==> src/rtl/logic_unit_if.sv <==
// Operand/result handshake bundle for logic_unit_pipe.
// Optional parity wire present when LOGIC_UNIT_PARITY_EN is defined.
interface logic_unit_if #(
   parameter int WIDTH = 8,
   parameter int CNT_W = 8
);
   logic             in_valid;
   logic             in_ready;
   logic [WIDTH-1:0] a;
   logic [WIDTH-1:0] b;
   logic [2:0]       op;
   logic             acc_mode;
   logic             acc_clr;
   logic             out_valid;
   logic             out_ready;
   logic [WIDTH-1:0] result;
   logic [CNT_W-1:0] op_count;
`ifdef LOGIC_UNIT_PARITY_EN
   logic             parity;

   modport master (
      output in_valid, a, b, op, acc_mode, acc_clr, out_ready,
      input  in_ready, out_valid, result, op_count, parity
   );
   modport slave (
      input  in_valid, a, b, op, acc_mode, acc_clr, out_ready,
      output in_ready, out_valid, result, op_count, parity
   );
`else
   modport master (
      output in_valid, a, b, op, acc_mode, acc_clr, out_ready,
      input  in_ready, out_valid, result, op_count
   );
   modport slave (
      input  in_valid, a, b, op, acc_mode, acc_clr, out_ready,
      output in_ready, out_valid, result, op_count
   );
`endif
endinterface

==> src/rtl/logic_unit_pipe.sv <==
// Registered bitwise logic unit with valid/ready handshake, accumulator and beat counter.
// Define LOGIC_UNIT_PARITY_EN to add a registered parity output alongside result.
module logic_unit_pipe #(
   parameter int WIDTH = 8,
   parameter int CNT_W = 8
) (
   input logic         clk,
   input logic         rst_n,
   input logic         ena,
   logic_unit_if.slave bus
);

   function automatic logic [WIDTH-1:0] logic_op(input logic [2:0] op,
                                                 input logic [WIDTH-1:0] a,
                                                 input logic [WIDTH-1:0] b);
      logic [WIDTH-1:0] r;
      r = '0;
      case (op)
         3'b000: r = a & b;
         3'b001: r = a | b;
         3'b010: r = a ^ b;
         3'b011: r = ~(a & b);
         3'b100: r = ~(a | b);
         3'b101: r = ~(a ^ b);
         3'b110: r = a;
         3'b111: r = ~a;
         default: r = '0;
      endcase
      return r;
   endfunction

   logic [WIDTH-1:0] result_p1;
   logic             vld_p1;
   logic [WIDTH-1:0] acc_p1;
   logic [CNT_W-1:0] cnt_p1;
   logic             in_ready;
   logic             accept;
   logic [WIDTH-1:0] b_sel;
   logic [WIDTH-1:0] op_res;

   // rst_n term keeps in_ready low during reset even if out_ready is high.
   assign in_ready = rst_n & ena & (~vld_p1 | bus.out_ready);
   assign accept   = bus.in_valid & in_ready;
   assign b_sel    = bus.acc_mode ? acc_p1 : bus.b;
   assign op_res   = logic_op(bus.op, bus.a, b_sel);

   // Stage p0 -> p1: single result register; accept overrides drain in the same cycle.
   always_ff @(posedge clk or negedge rst_n) begin
      if (!rst_n) begin
         result_p1 <= '0;
         vld_p1    <= 1'b0;
         acc_p1    <= '0;
         cnt_p1    <= '0;
      end else if (ena) begin
         if (accept) begin
            result_p1 <= op_res;
            vld_p1    <= 1'b1;
            cnt_p1    <= cnt_p1 + CNT_W'(1);
         end else if (vld_p1 && bus.out_ready) begin
            vld_p1 <= 1'b0;
         end
         if (bus.acc_clr) begin
            acc_p1 <= '0;
         end else if (accept && bus.acc_mode) begin
            acc_p1 <= op_res;
         end
      end
   end

`ifdef LOGIC_UNIT_PARITY_EN
   logic par_p1;

   always_ff @(posedge clk or negedge rst_n) begin
      if (!rst_n) begin
         par_p1 <= 1'b0;
      end else if (ena && accept) begin
         par_p1 <= ^op_res;
      end
   end

   assign bus.parity = par_p1;
`endif

   assign bus.in_ready  = in_ready;
   assign bus.out_valid = vld_p1;
   assign bus.result    = result_p1;
   assign bus.op_count  = cnt_p1;

endmodule

==> src/flat_wrapper.sv <==
// flat-port wrapper written by rule: the top's interface ports become plain ports
module logic_unit_pipe_flat 
#(
   parameter int WIDTH = 8,
   parameter int CNT_W = 8
)
  (clk, rst_n, ena, bus_in_valid, bus_a, bus_b, bus_op, bus_acc_mode, bus_acc_clr, bus_out_ready, bus_in_ready, bus_out_valid, bus_result, bus_op_count);
  logic_unit_if #(.WIDTH(WIDTH), .CNT_W(CNT_W)) bus_i ();
  input logic clk;
  input logic rst_n;
  input logic ena;
  input wire logic [$bits(bus_i.in_valid)-1:0] bus_in_valid;
  input wire logic [$bits(bus_i.a)-1:0] bus_a;
  input wire logic [$bits(bus_i.b)-1:0] bus_b;
  input wire logic [$bits(bus_i.op)-1:0] bus_op;
  input wire logic [$bits(bus_i.acc_mode)-1:0] bus_acc_mode;
  input wire logic [$bits(bus_i.acc_clr)-1:0] bus_acc_clr;
  input wire logic [$bits(bus_i.out_ready)-1:0] bus_out_ready;
  output wire logic [$bits(bus_i.in_ready)-1:0] bus_in_ready;
  output wire logic [$bits(bus_i.out_valid)-1:0] bus_out_valid;
  output wire logic [$bits(bus_i.result)-1:0] bus_result;
  output wire logic [$bits(bus_i.op_count)-1:0] bus_op_count;
  assign bus_i.in_valid = bus_in_valid;
  assign bus_i.a = bus_a;
  assign bus_i.b = bus_b;
  assign bus_i.op = bus_op;
  assign bus_i.acc_mode = bus_acc_mode;
  assign bus_i.acc_clr = bus_acc_clr;
  assign bus_i.out_ready = bus_out_ready;
  assign bus_in_ready = bus_i.in_ready;
  assign bus_out_valid = bus_i.out_valid;
  assign bus_result = bus_i.result;
  assign bus_op_count = bus_i.op_count;
  logic_unit_pipe #(.WIDTH(WIDTH), .CNT_W(CNT_W)) u_core (.clk(clk), .rst_n(rst_n), .ena(ena), .bus(bus_i));
endmodule
==> config.mk <==
export PLATFORM = sky130hd
export DESIGN_NAME = logic_unit_pipe_flat
export DESIGN_NICKNAME = d
export VERILOG_FILES = /design/src/rtl/logic_unit_if.sv /design/src/rtl/logic_unit_pipe.sv /design/src/flat_wrapper.sv
export SDC_FILE = /design/constraint.sdc
export NUM_CORES = 1
export LEC_CHECK = 0
export CORE_ASPECT_RATIO = 1.2
export CORE_MARGIN = 1
export CORE_UTILIZATION = 51
export DETAILED_ROUTE_END_ITERATION = 6
export GPL_TIMING_DRIVEN = 1
export PLACE_DENSITY = 0.8
export SYNTH_ARGS = -nofsm -noshare
export SYNTH_HDL_FRONTEND = slang
export SYNTH_SLANG_ARGS = --single-unit
==> constraint.sdc <==
create_clock -name clk -period 2.13 [get_ports clk]
set_input_delay 0.426 -clock clk [delete_from_list [all_inputs] [get_ports clk]]
set_output_delay 0.426 -clock clk [all_outputs]
set_load 0.01 [all_outputs]
[Yosys cells after proc, flatten, opt, wreduce, memory -nomap -nowiden]
Index checks and enable logic that the tools add are counted.
Widths: inputs -> output; s select.
Cells by class
  eq/ne operators: 7
  muxes and demuxes: 6
  $add $sub $neg: 1
  bitwise gates (word level): 12
  reductions and logical operators: 8
Operator list (count)
  $pmux 8 s8: 1
  $not 8->8: 4
  $mux 8: 3
  $eq 3x3->1 const B: 4
  $add 8x1->8 const B: 1
  $and 8x8->8: 1
  $or 8x8->8: 1
  $xor 8x8->8: 1
  $eq 3x2->1 const B: 2
  $reduce_and 2->1: 3
  $reduce_bool 2->1: 2
  $and 1x1->1: 3
  $eq 3x1->1 const B: 1
  $logic_not 3->1: 1
  $logic_and 1x1->1: 2
  $mux 1: 2
  $not 1->1: 1
  $or 1x1->1: 1
Storage, ports and cells
  output and inout bits: 18
  input bits: 26
  logic and storage cells: 38
  bits in registers: 25

[Logic depth before layout (Yosys ltp)]
Gate-level depths: netlist of run 1.
  word-level depth: 7
  depth in mapped cells: 9
  mapped depth without buffers: 8

[Least setup slack after synthesis of run 1]
OpenSTA, ideal clock, no wires.
  path kind: input to register
  from: in bus_acc_mode
  to: reg u_core.acc_p1[4]
  data arrival time: 2098 ps
  library setup time: 122 ps
  data required time: 2008 ps
  buffers on the path: 1
  stages: 6
  slack: -89 ps
  cell sequence: buf_2 > mux2i_1 > ha_1 > mux2_4 > mux4_2 > a32o_1
Between the ends
  longest elaborated chain between the ends: 6
  elaborated cells on any way between the ends: 13
  classes of those cells: 4 x mux; 6 x bitwise; 3 x reduce/logical
RTL lines
  start, declared: RTL line flat_wrapper.sv:16  | input wire logic [$bits(bus_i.acc_mode)-1:0] bus_acc_mode;
  $mux 8: RTL line logic_unit_pipe.sv:44  | assign b_sel = bus.acc_mode ? acc_p1 : bus.b;
  $xor 8x8->8, or another cell as far along: RTL line logic_unit_pipe.sv:21, logic_unit_pipe.sv:24
  $not 8->8, on equally long branches: RTL line logic_unit_pipe.sv:24, logic_unit_pipe.sv:22, logic_unit_pipe.sv:23
  $pmux 8 s8: RTL line logic_unit_pipe.sv:18  | case (op)
  $mux 8: RTL line logic_unit_pipe.sv:64  | end else if (accept && bus.acc_mode) begin
  $mux 8: RTL line logic_unit_pipe.sv:62  | if (bus.acc_clr) begin
  end signal, assigned: RTL line logic_unit_pipe.sv:65  | acc_p1 <= op_res;
  end, declared: RTL line logic_unit_pipe.sv:34  | logic [WIDTH-1:0] acc_p1;
Several ways; a longest one is shown, not always the timed one. The select of a mux whose other input is x is not followed.
A chain may end at the register's enable or synchronous reset.

[Worst setup path after layout of run 1]
  from: in bus_acc_mode
  to: reg u_core.acc_p1[0]
Same word-level chain as after synthesis.

==> metrics.txt, run 1 <==
Tot Pwr=0.001672 W; Tmin final=2.060 ns; clock buffer depth=2; Net Count, Synth=269; Num CTS Buffers=3; highest routed layer=met4; FF-to-FF Start=u_core.acc_p1[0]$_DFFE_PN0P_; Sequential Power Share=40.3%; crit path to=u_core.acc_p1[0]$_DFFE_PN0P_; initial antenna violation count=0; Post-synth ARST share=100.0%; Highest Clock Rate=485.5 MHz; vias in the first global route=1772; Yosys reg bits=25; Slew Viols, Final=0; unrepaired setup endpoints after global routing=no; CTS Root Cell=clkbuf_8; Ports=44; initial core utilization=54.70%; Clock Latency Late Sink=0.26 ns; WS Path Type=input pin to register; GRT Total Usage=22.88%; placed insts=337; Startpoint Class=input pin; Vias/cell=5.223; crit path from=bus_acc_mode; CTS sink count=25; slew of the pin with the lowest slew margin=0.3528 ns; final-stage net count=333; FF-to-FF setup slack=0.13 ns; register area share after synthesis=30.71%; Iteration-0 DRC Markers=79; Site Rows=24; ANT cells=0; Die Width=59.69 um; clock-pin slew on the worst setup and hold paths=0.08 ns; placed inst area=2694 um^2; largest net degree at the start of global routing=26; WL met2=2.364 mm; Pint=0.001118 W; Final ANT Viol Nets=0; LEAKAGE=1.403 nW; total grt overflow=0; Setup TNS Final=0 ns; YS warnings=0; Met1 Wirelength=1.904 mm; Mapped Avg Cell Area=9.013 um^2; final hold viol count=0; CTS tree=done; Max-slew headroom=76.40%; period utilisation layout=96.71%; combinational share of power=43.5%; synthesized area=2037 um^2; clock power share=16.2%; Yosys cell types=34; routed length on met3=140 um; critical path fanouts, max=8; I/O Buffers=43; DP Wirelength=3.632 mm; Synth area leader=dfrtp_1; Area Growth Syn to Fin=37.16%; Synth Instances=226; R2R Path End=u_core.acc_p1[0]$_DFFE_PN0P_; Die H=71.23 um; Max-cap violations=0; layout cells sized above 1=18.34%; pwr/cell area=598.5 nW/um^2; Finished Layout Cells=341; R2R depth=7; largest cells by area after synthesis=dfrtp_1, ha_1, mux2i_1, nand2_1, inv_1; Final setup viols=0; core footprint=3724 um^2; worst hold path type=input pin to asynchronous set/reset pin; CP Data Required Time=2.27 ns; post-synth top area share=30.71%; Via Count=1781; critical path arrival=2.20 ns; H-tree depth=1; fin area=2794 um^2; Worst setup EP type=register; prevailing post-synth register cell=dfrtp_1; Sw Ratio=33.12%; Setup Skew=0.004954 ns; DR DRC count=0; final WL=4.512 mm; Net Sw Power=0.0005539 W; drt pass-1 iters=6; GP Congestion=0.7698; first-pass GRT wire length=7.596 mm; number of flops mapped to enable cells by yosys=0; run status=finished clean; worst vdd ir=287.3 uV; wire length per cell=13.23 um; total die area=4252 um^2
-- synthesized netlist by cell type, types with 3 or more instances --
cell,instances
a21oi_1,12
buf_2,6
buf_6,4
dfrtp_1,25
ha_1,17
inv_1,30
mux2_4,3
mux2i_1,16
mux4_2,5
nand2_1,32
nor2_1,16
nor2b_1,4
nor3_1,5
o21ai_0,7
o22ai_1,5
xnor2_1,3
xor2_1,10
-- stage by stage --
stage                     setup slack, ns  hold slack [ns]  utilization (%)
after floorplan                   0.03249           0.1304                -
after global placement            -0.4838           0.4566            72.35
after detailed placement          -0.6100           0.4636            72.35
after CTS                        0.001100           0.4316            73.96
after global routing            0.0008189           0.4401            75.03
final                             0.07012           0.4075            75.03
-- flip-flops by register name, indices dropped and copies added, names as in the netlist --
signal,cells
u_core.acc_p1,8
u_core.bus.out_valid,1
u_core.bus.op_count,8
u_core.bus.result,8
-- per-layer routing --
layer	track usage, %	vias up
li1	-	890
met1	28.54	817
met2	41.11	59
met3	1.805	15
met4	6.977	0
met5	0	-
-- kinds of logic (layout without fill, tap and decap cells) --
family          Yosys count  count (layout)  synth area share, %
compound gates           35              35                11.92
mux                      24              24                15.60
xor+xnor                 13              13                5.590
fa+ha+maj                17              17                10.44
flops                    25              25                30.71
buf+inv                  41             104                9.398
simple gates             71              71                16.34
-- worst max-delay path: stages --
cell	delay, ns
clkbuf_2	0.11
buf_12	0.14
mux2i_4	0.25
inv_1	0.08
ha_1	0.21
mux2_4	0.26
mux4_2	0.47
mux2i_1	0.15
o22ai_1	0.09
-- power groups by stage --
stage	clock network, W	logic (W)	registers [W]
5_1_grt	0.000298	0.000805	0.000690
2_1_floorplan	0	0.000338	0.000700
6_report	0.000271	0.000727	0.000674
3_5_place_dp	0	0.000709	0.000677
3_3_place_gp	0	0.000676	0.000674
4_1_cts	0.000276	0.000716	0.000672
-- final cells by class --
type	instances	area [um^2]
Fill cell	289	929.6
Multi-Input combinational cell	160	1280
Sequential cell	25	625.6
Clock buffer	4	45.04
Tap cell	52	65.06
Inverter	30	112.6
Timing Repair Buffer	70	665.6
-- what timing repair did --
action	in CTS	in global routing
cloned	0	0
pin swaps	1	3
endpoints found under the hold margin	0	0
hold buffers	0	0
buffers inserted	0	0
resized for setup	10	9
setup endpoints to repair	17	10
-- how the worst min path moves through the flow --
stage,startpoint,to,slack [ns],cells after the start
global route,rst_n,u_core.bus.op_count[2]$_DFFE_PN0P_,0.44,2
global placement,u_core.bus.result[4]$_DFFE_PN0P_,u_core.bus.result[4]$_DFFE_PN0P_,0.46,2
CTS,rst_n,u_core.bus.op_count[7]$_DFFE_PN0P_,0.43,2
finish,rst_n,u_core.bus.op_count[1]$_DFFE_PN0P_,0.41,2
detailed placement,u_core.bus.op_count[7]$_DFFE_PN0P_,u_core.bus.op_count[7]$_DFFE_PN0P_,0.46,1
floorplan,rst_n,u_core.acc_p1[0]$_DFFE_PN0P_,0.13,0
-- placed cells by master (no fill, tap or decap), drive strengths merged, types with 4 or more instances in the layout --
| cell | n |
|---|---|
| nor3 | 5 |
| clkbuf | 5 |
| o22ai | 5 |
| buf | 27 |
| xor2 | 10 |
| mux4 | 5 |
| nand2 | 34 |
| clkdlybuf4s50 | 36 |
| dfrtp | 25 |
| inv | 30 |
| nor2 | 16 |
| a21oi | 12 |
| dlygate4sd2 | 4 |
| nor2b | 4 |
| ha | 17 |
| o21ai | 8 |
| mux2i | 16 |
(Power assumes the default switching activity.)
==> inputs of run 2 (changes only) <==
--- a/config.mk
+++ b/config.mk
@@ -7,10 +7,12 @@
 export LEC_CHECK = 0
 export CORE_ASPECT_RATIO = 1.2
 export CORE_MARGIN = 1
-export CORE_UTILIZATION = 51
+export CORE_UTILIZATION = 55
 export DETAILED_ROUTE_END_ITERATION = 6
+export DONT_BUFFER_PORTS = 1
 export GPL_TIMING_DRIVEN = 1
-export PLACE_DENSITY = 0.8
+export PLACE_DENSITY = 0.7
+export SLEW_MARGIN = 15
 export SYNTH_ARGS = -nofsm -noshare
 export SYNTH_HDL_FRONTEND = slang
 export SYNTH_SLANG_ARGS = --single-unit
==> run 2 against run 1 <==
Net effect:
- the run now ends with design-rule violations left
- clock power about the same
- routed wire length decreased by 12%
- final area decreased by 26%
- utilization decreased by 15 points
- critical path depth decreased by 2
- largest cell class unchanged
==> metrics.txt, run 2 (synthesis results as in run 1) <==
GRT Total Usage=22.92% (was 22.88%); GP Congestion=0.7873 (was 0.7698); hold slack=0.1357 ns (was 0.4075 ns); FF-to-FF Start=u_core.acc_p1[1]$_DFFE_PN0P_ (was u_core.acc_p1[0]$_DFFE_PN0P_); final core utilization=60.47% (was 75.03%); CP cell instances=mux2i_1, ha_1, nor2b_1, o21ai_0, a21oi_1, o22ai_1, o221ai_2 (was clkbuf_2, buf_12, mux2i_4, inv_1, ha_1, mux2_4, mux4_2, mux2i_1, o22ai_1); routing usage on met2=42.30% (was 41.11%); commonest non-fill, non-tap cell in the layout=nand2_1 (was clkdlybuf4s50_1); Startpoint Class=register (was input pin); CP max stage cell=dfrtp_1 (was mux4_2); R2R depth=7 (unchanged); LEAKAGE=1.081 nW (was 1.403 nW); Vias/cell=5.826 (was 5.223); worst hold path type=input pin to asynchronous set/reset pin (unchanged); core footprint=3425 um^2 (was 3724 um^2); commonest non-fill, non-tap cells in the layout=nand2_1, inv_1, dfrtp_1 (was clkdlybuf4s50_1, nand2_1, inv_1); FILL cells=315 (was 289); Site Rows=23 (was 24); final worst setup slack=0.09304 ns (was 0.07012 ns); Sw Ratio=34.26% (was 33.12%); max incr delay on CP=0.41 ns (was 0.47 ns); final-stage net count=266 (was 333); combinational share of power=27.2% (was 43.5%); FF-to-FF setup slack=0.09 ns (was 0.13 ns); Pint=0.0008941 W (was 0.001118 W); Die Width=57.56 um (was 59.69 um); Num CTS Buffers=3 (unchanged); Via Count=1509 (was 1781); initial core utilization=59.48% (was 54.70%); crit path to=u_core.acc_p1[1]$_DFFE_PN0P_ (was u_core.acc_p1[0]$_DFFE_PN0P_); I/O Buffers=0 (was 43); multi-input logic area=1220 um^2 (was 1280 um^2); period utilisation layout=95.63% (was 96.71%); clock power share=20.1% (was 16.2%); DP Wirelength=3.152 mm (was 3.632 mm); Final ANT Viol Nets=0 (unchanged); Setup TNS Final=0 ns (unchanged); run status=finished with violations (was finished clean); final hold viol count=0 (unchanged); pwr/cell area=656.8 nW/um^2 (was 598.5 nW/um^2); critical path arrival=2.18 ns (was 2.20 ns); H-tree depth=1 (unchanged); drt pass-1 iters=6 (unchanged); unrepaired setup endpoints after global routing=no (unchanged); Net Sw Power=0.0004659 W (was 0.0005539 W); final WL=3.978 mm (was 4.512 mm); pre-CTS setup slack=0.04416 ns (was -0.6100 ns); post-cts resize count=0 (was 10); Iteration-0 DRC Markers=54 (was 79); Die H=68.67 um (was 71.23 um); Worst setup EP type=register (unchanged); Max-cap violations=0 (unchanged); Sequential Power Share=52.7% (was 40.3%); critical path fanouts, max=3 (was 8); initial antenna violation count=0 (unchanged); Ports=44 (unchanged); Reg area=625.6 um^2 (unchanged); met3 Use GR=4.104% (was 1.805%); total die area=3952 um^2 (was 4252 um^2); CTS Root Cell=clkbuf_8 (unchanged); WS Path Type=register to register (was input pin to register); R2R Path End=u_core.acc_p1[1]$_DFFE_PN0P_ (was u_core.acc_p1[0]$_DFFE_PN0P_); layout cells sized above 1=9.910% (was 18.34%); Slew Viols, Final=0 (unchanged); Highest Clock Rate=490.9 MHz (was 485.5 MHz); CTS tree=done (unchanged); DR DRC count=2 (was 0); violated checks=design-rule violations; Max-slew headroom=63.88% (was 76.40%); CP Data Required Time=2.27 ns (about the same); Area Growth Syn to Fin=1.659% (was 37.16%); crit path from=u_core.acc_p1[1]$_DFFE_PN0P_ (was bus_acc_mode); wire length per cell=15.36 um (was 13.23 um); CTS sink count=25 (unchanged); clock-pin slew on the worst setup and hold paths=0.09 ns (was 0.08 ns); total grt overflow=0 (unchanged); Tmin final=2.037 ns (was 2.060 ns); vias in the first global route=1599 (was 1772); Clock Latency Late Sink=0.26 ns (about the same); Setup Skew=0.007085 ns (was 0.004954 ns); clock buffer depth=2 (unchanged); first-pass GRT wire length=6.879 mm (was 7.596 mm); worst vdd ir=265.6 uV (was 287.3 uV); busiest grt layer=met2 (unchanged); slew of the pin with the lowest slew margin=0.5418 ns (was 0.3528 ns); largest net degree at the start of global routing=45 (was 26); Final setup viols=0 (unchanged); grt met1 use=24.88% (was 28.54%); ANT cells=0 (unchanged)
-- run 2: cell count changes in the layout (fill, tap and decap cells not counted), sizes merged --
cell | previous run | this run
dlymetal6s2s | 2 | 0
buf | 27 | 3
clkinv | 0 | 1
dlygate4sd2 | 4 | 0
clkbuf | 5 | 3
clkdlybuf4s50 | 36 | 0
-- run 2: metrics by stage --
| stage | std cells | area [um^2] | total power [W] |
|---|---|---|---|
| floorplan | 226 | 2043 | 0.001038 |
| finish | 259 | 2071 | 0.001360 |
| global route | 259 | 2071 | 0.001469 |
| detailed placement | 254 | 2019 | 0.001091 |
| global placement | 254 | 2019 | 0.001055 |
| CTS | 259 | 2076 | 0.001372 |
-- run 2: power by group through the flow --
stage          logic [W]  registers [W]  clock network [W]
3_3_place_gp    0.000334       0.000721                  0
6_report        0.000371       0.000717           0.000273
2_1_floorplan   0.000338       0.000700                  0
5_1_grt         0.000429       0.000734           0.000305
4_1_cts         0.000375       0.000718           0.000278
3_5_place_dp    0.000364       0.000728                  0
-- run 2: layout make-up --
cell class,instances,area share (%)
multi-input combinational,160,58.91
clock inverter,1,0.2417
timing repair buffer,3,0.9668
sequential,25,30.21
inverter,30,5.438
tap,37,2.236
clock buffer,3,1.994
-- run 2: worst min path at each step --
stage	slack [ns]	end	depth (start not counted)
CTS	0.24	u_core.acc_p1[0]$_DFFE_PN0P_	1
global placement	0.13	u_core.bus.op_count[0]$_DFFE_PN0P_	0
floorplan	0.13	u_core.acc_p1[0]$_DFFE_PN0P_	0
finish	0.14	u_core.bus.op_count[7]$_DFFE_PN0P_	1
detailed placement	0.13	u_core.bus.op_count[0]$_DFFE_PN0P_	0
global route	0.16	u_core.bus.result[0]$_DFFE_PN0P_	1
-- run 2: what timing repair did --
item / in CTS / in global routing
hold endpoints to repair: 25 / 0
buffers inserted: 0 / 0
hold buffers: 1 / 0
-- run 2: critical path: cells and delay by family (launching register included) --
family / cells / cell delay (ns)
AOI/OAI and AO/OA: 4 / 0.83
adders and majority gates: 1 / 0.30
DFF: 1 / 0.41
muxes: 1 / 0.24
and+or+nand+nor: 1 / 0.14
-- run 2: routing by layer --
layer | part of all wire (%) | vias up
met4 | 2.5 | 0
met2 | 52 | 46
met1 | 40 | 709
met5 | 0 | -
met3 | 5.1 | 8
li1 | - | 746
==> inputs of run 3 (changes only) <==
--- a/config.mk
+++ b/config.mk
@@ -11,6 +11,7 @@
 export DETAILED_ROUTE_END_ITERATION = 6
 export DONT_BUFFER_PORTS = 1
 export GPL_TIMING_DRIVEN = 1
+export HOLD_SLACK_MARGIN = 0.15
 export PLACE_DENSITY = 0.7
 export SLEW_MARGIN = 15
 export SYNTH_ARGS = -nofsm -noshare
==> constraint.sdc (replaced) <==
create_clock -name clk -period 2 [get_ports clk]
set_input_delay 0.4 -clock clk [delete_from_list [all_inputs] [get_ports clk]]
set_output_delay 0.4 -clock clk [all_outputs]
set_load 0.01 [all_outputs]
==> run 3 against run 2 <==
Net effect:
- largest cell class unchanged
- the flow still finishes with violations (design-rule violations)
- flip-flop and latch count unchanged
- first-iteration DRC count increased by 31%
- combinational power increased by 16%
- critical path depth decreased by 2
- maximum frequency increased by 6.0%
- worst setup slack got worse by 0.015 ns
- clock power increased by 6%
- non-clock buffer count increased by 6
- hold slack improved by 0.078 ns
- clock skew decreased by 0.0051 ns
- sequential share of layout area decreased by 1.1 points
- die area unchanged
==> metrics.txt, run 3 (synthesis results as in run 1) <==
run status=finished with violations (unchanged); violated checks=design-rule violations (unchanged); placed insts=254 (unchanged); final WL=3.983 mm (was 3.978 mm); core footprint=3425 um^2 (unchanged); Setup Skew=0.001942 ns (was 0.007085 ns); clock-pin slew on the worst setup and hold paths=0.08 ns (was 0.09 ns); ANT cells=0 (unchanged); Iteration-0 DRC Markers=71 (was 54); Highest Clock Rate=520.3 MHz (was 490.9 MHz); FF-to-FF setup slack=0.08 ns (was 0.09 ns); pwr/cell area=691.8 nW/um^2 (was 656.8 nW/um^2); Bufs and invs on worst path=0 (unchanged); layout cells sized above 1=15.35% (was 9.910%); final-stage net count=272 (was 266); Startpoint Class=register (unchanged); Tot Pwr=0.001488 W (was 0.001360 W); initial core utilization=59.48% (unchanged); WS Path Type=register to register (unchanged); DR DRC count=4 (was 2); commonest non-fill, non-tap cells in the layout=nand2_1, inv_1, dfrtp_1 (unchanged); CP cell instances=mux2i_2, ha_1, mux2_4, mux4_2, a32o_1 (was mux2i_1, ha_1, nor2b_1, o21ai_0, a21oi_1, o22ai_1, o221ai_2); Slew Viols, Final=0 (unchanged); H-tree depth=1 (unchanged); startpoint of the worst hold path=bus_acc_clr; FF-to-FF Start=u_core.acc_p1[4]$_DFFE_PN0P_ (was u_core.acc_p1[1]$_DFFE_PN0P_); initial antenna violation count=0 (unchanged); CP Data Required Time=2.16 ns (was 2.27 ns); max incr delay on CP=0.48 ns (was 0.41 ns); Final setup viols=0 (unchanged); first-pass GRT wire length=6.768 mm (was 6.879 mm); Max-slew headroom=64.10% (was 63.88%); unrepaired setup endpoints after global routing=yes (was no); final hold viol count=0 (unchanged); critical path arrival=2.08 ns (was 2.18 ns); CTS Root Cell=clkbuf_8 (unchanged); Die Width=57.56 um (unchanged); total die area=3952 um^2 (unchanged); final core utilization=62.81% (was 60.47%); vias in the first global route=1610 (was 1599); GRT Total Usage=22.15% (was 22.92%); Area Growth Syn to Fin=5.590% (was 1.659%); LEAKAGE=1.107 nW (was 1.081 nW); GP Congestion=0.8284 (was 0.7873); Tmin final=1.922 ns (was 2.037 ns); Die H=68.67 um (unchanged); Final ANT Viol Nets=0 (unchanged); Ports=44 (unchanged); period utilisation layout=96.09% (was 95.63%); CP max stage cell=mux4_2 (was dfrtp_1); Site Rows=23 (unchanged); Vias/cell=5.887 (was 5.826); Via Count=1560 (was 1509); R2R depth=5 (was 7); critical path fanouts, max=2 (was 3); wire length per cell=15.03 um (was 15.36 um); drt pass-1 iters=6 (unchanged); Worst setup EP type=register (unchanged); CTS tree=done (unchanged); Top delay family on crit path=multiplexers (was compound AO/OA/AOI/OAI gates); worst hold path type=input pin to register (was input pin to asynchronous set/reset pin); Finished Layout Cells=265 (was 259); total grt overflow=0 (unchanged); worst hold endpoint=u_core.acc_p1[5]$_DFFE_PN0P_; Num CTS Buffers=3 (unchanged); slew of the pin with the lowest slew margin=0.5385 ns (was 0.5418 ns); CTS sink count=25 (unchanged); Clock Latency Late Sink=0.26 ns (about the same); commonest non-fill, non-tap cell in the layout=nand2_1 (unchanged); I/O Buffers=0 (unchanged); R2R Path End=u_core.acc_p1[4]$_DFFE_PN0P_ (was u_core.acc_p1[1]$_DFFE_PN0P_); WHS Path Cells=1; DP Wirelength=3.108 mm (was 3.152 mm); clock buffer depth=2 (unchanged); worst vdd ir=285.7 uV (was 265.6 uV); Max-cap violations=0 (unchanged); largest net degree at the start of global routing=45 (unchanged)
run 3: changes by cell type in the layout (fill, tap and decap cells not counted), sizes merged:
| cell | previous run | this run |
|---|---|---|
| dlygate4sd3 | 0 | 1 |
| buf | 3 | 8 |
run 3: power breakdown:
| part | leakage (nW) | total, W | switching, W | internal [W] |
|---|---|---|---|---|
| logic | 0.758 | 0.000432 | 0.000202 | 0.000231 |
| registers | 0.323 | 0.000766 | 0.000153 | 0.000613 |
| clock network | 0.0255 | 0.000290 | 0.000151 | 0.000139 |
run 3: worst max-delay path by stage:
stage,startpoint,to,slack (ns),depth (start not counted)
global placement,bus_acc_mode,u_core.acc_p1[2]$_DFFE_PN0P_,0.08,7
floorplan,bus_acc_mode,u_core.acc_p1[4]$_DFFE_PN0P_,-0.03,6
detailed placement,bus_acc_mode,u_core.acc_p1[2]$_DFFE_PN0P_,0.02,7
CTS,u_core.acc_p1[2]$_DFFE_PN0P_,u_core.acc_p1[2]$_DFFE_PN0P_,0.05,7
finish,u_core.acc_p1[4]$_DFFE_PN0P_,u_core.acc_p1[4]$_DFFE_PN0P_,0.08,5
global route,u_core.acc_p1[1]$_DFFE_PN0P_,u_core.acc_p1[1]$_DFFE_PN0P_,-0.04,7
run 3: worst reg2reg max path: stages, from the launching register on:
cell and delay, ns:
dfrtp_1 0.41, mux2i_2 0.18, ha_1 0.27, mux2_4 0.27, mux4_2 0.48, a32o_1 0.21
run 3: layer usage:
layer	global-route usage, %	vias up	wire, um
li1	-	765	-
met5	0	-	0
met2	41.13	47	2074
met4	11.59	0	112
met1	23.47	738	1560
met3	5.037	10	235
run 3: final cells by class:
| type | count | area, um^2 |
|---|---|---|
| Timing Repair Buffer | 9 | 67.56 |
| Clock buffer | 3 | 41.29 |
| Sequential cell | 25 | 625.6 |
| Multi-Input combinational cell | 160 | 1252 |
| Clock inverter | 1 | 5.005 |
| Inverter | 30 | 112.6 |
| Tap cell | 37 | 46.29 |
| Fill cell | 299 | 1274 |
run 3: per-stage QoR:
stage	cell area (um^2)	worst slack [ns]	hold WS, ns	TNS (ns)
global route	2151	-0.03767	0.2082	-0.1307
CTS	2081	0.04881	0.2065	0
global placement	2024	0.07841	0.1050	0
floorplan	2057	-0.03375	0.1044	-0.03375
detailed placement	2024	0.01807	0.1049	0
finish	2151	0.07814	0.2137	0
run 3: what timing repair did:
action	CTS	global route
setup endpoints to repair	0	8
resized for setup	0	6
buffers inserted	0	5
endpoints found under the hold margin	25	25
hold buffers	1	1
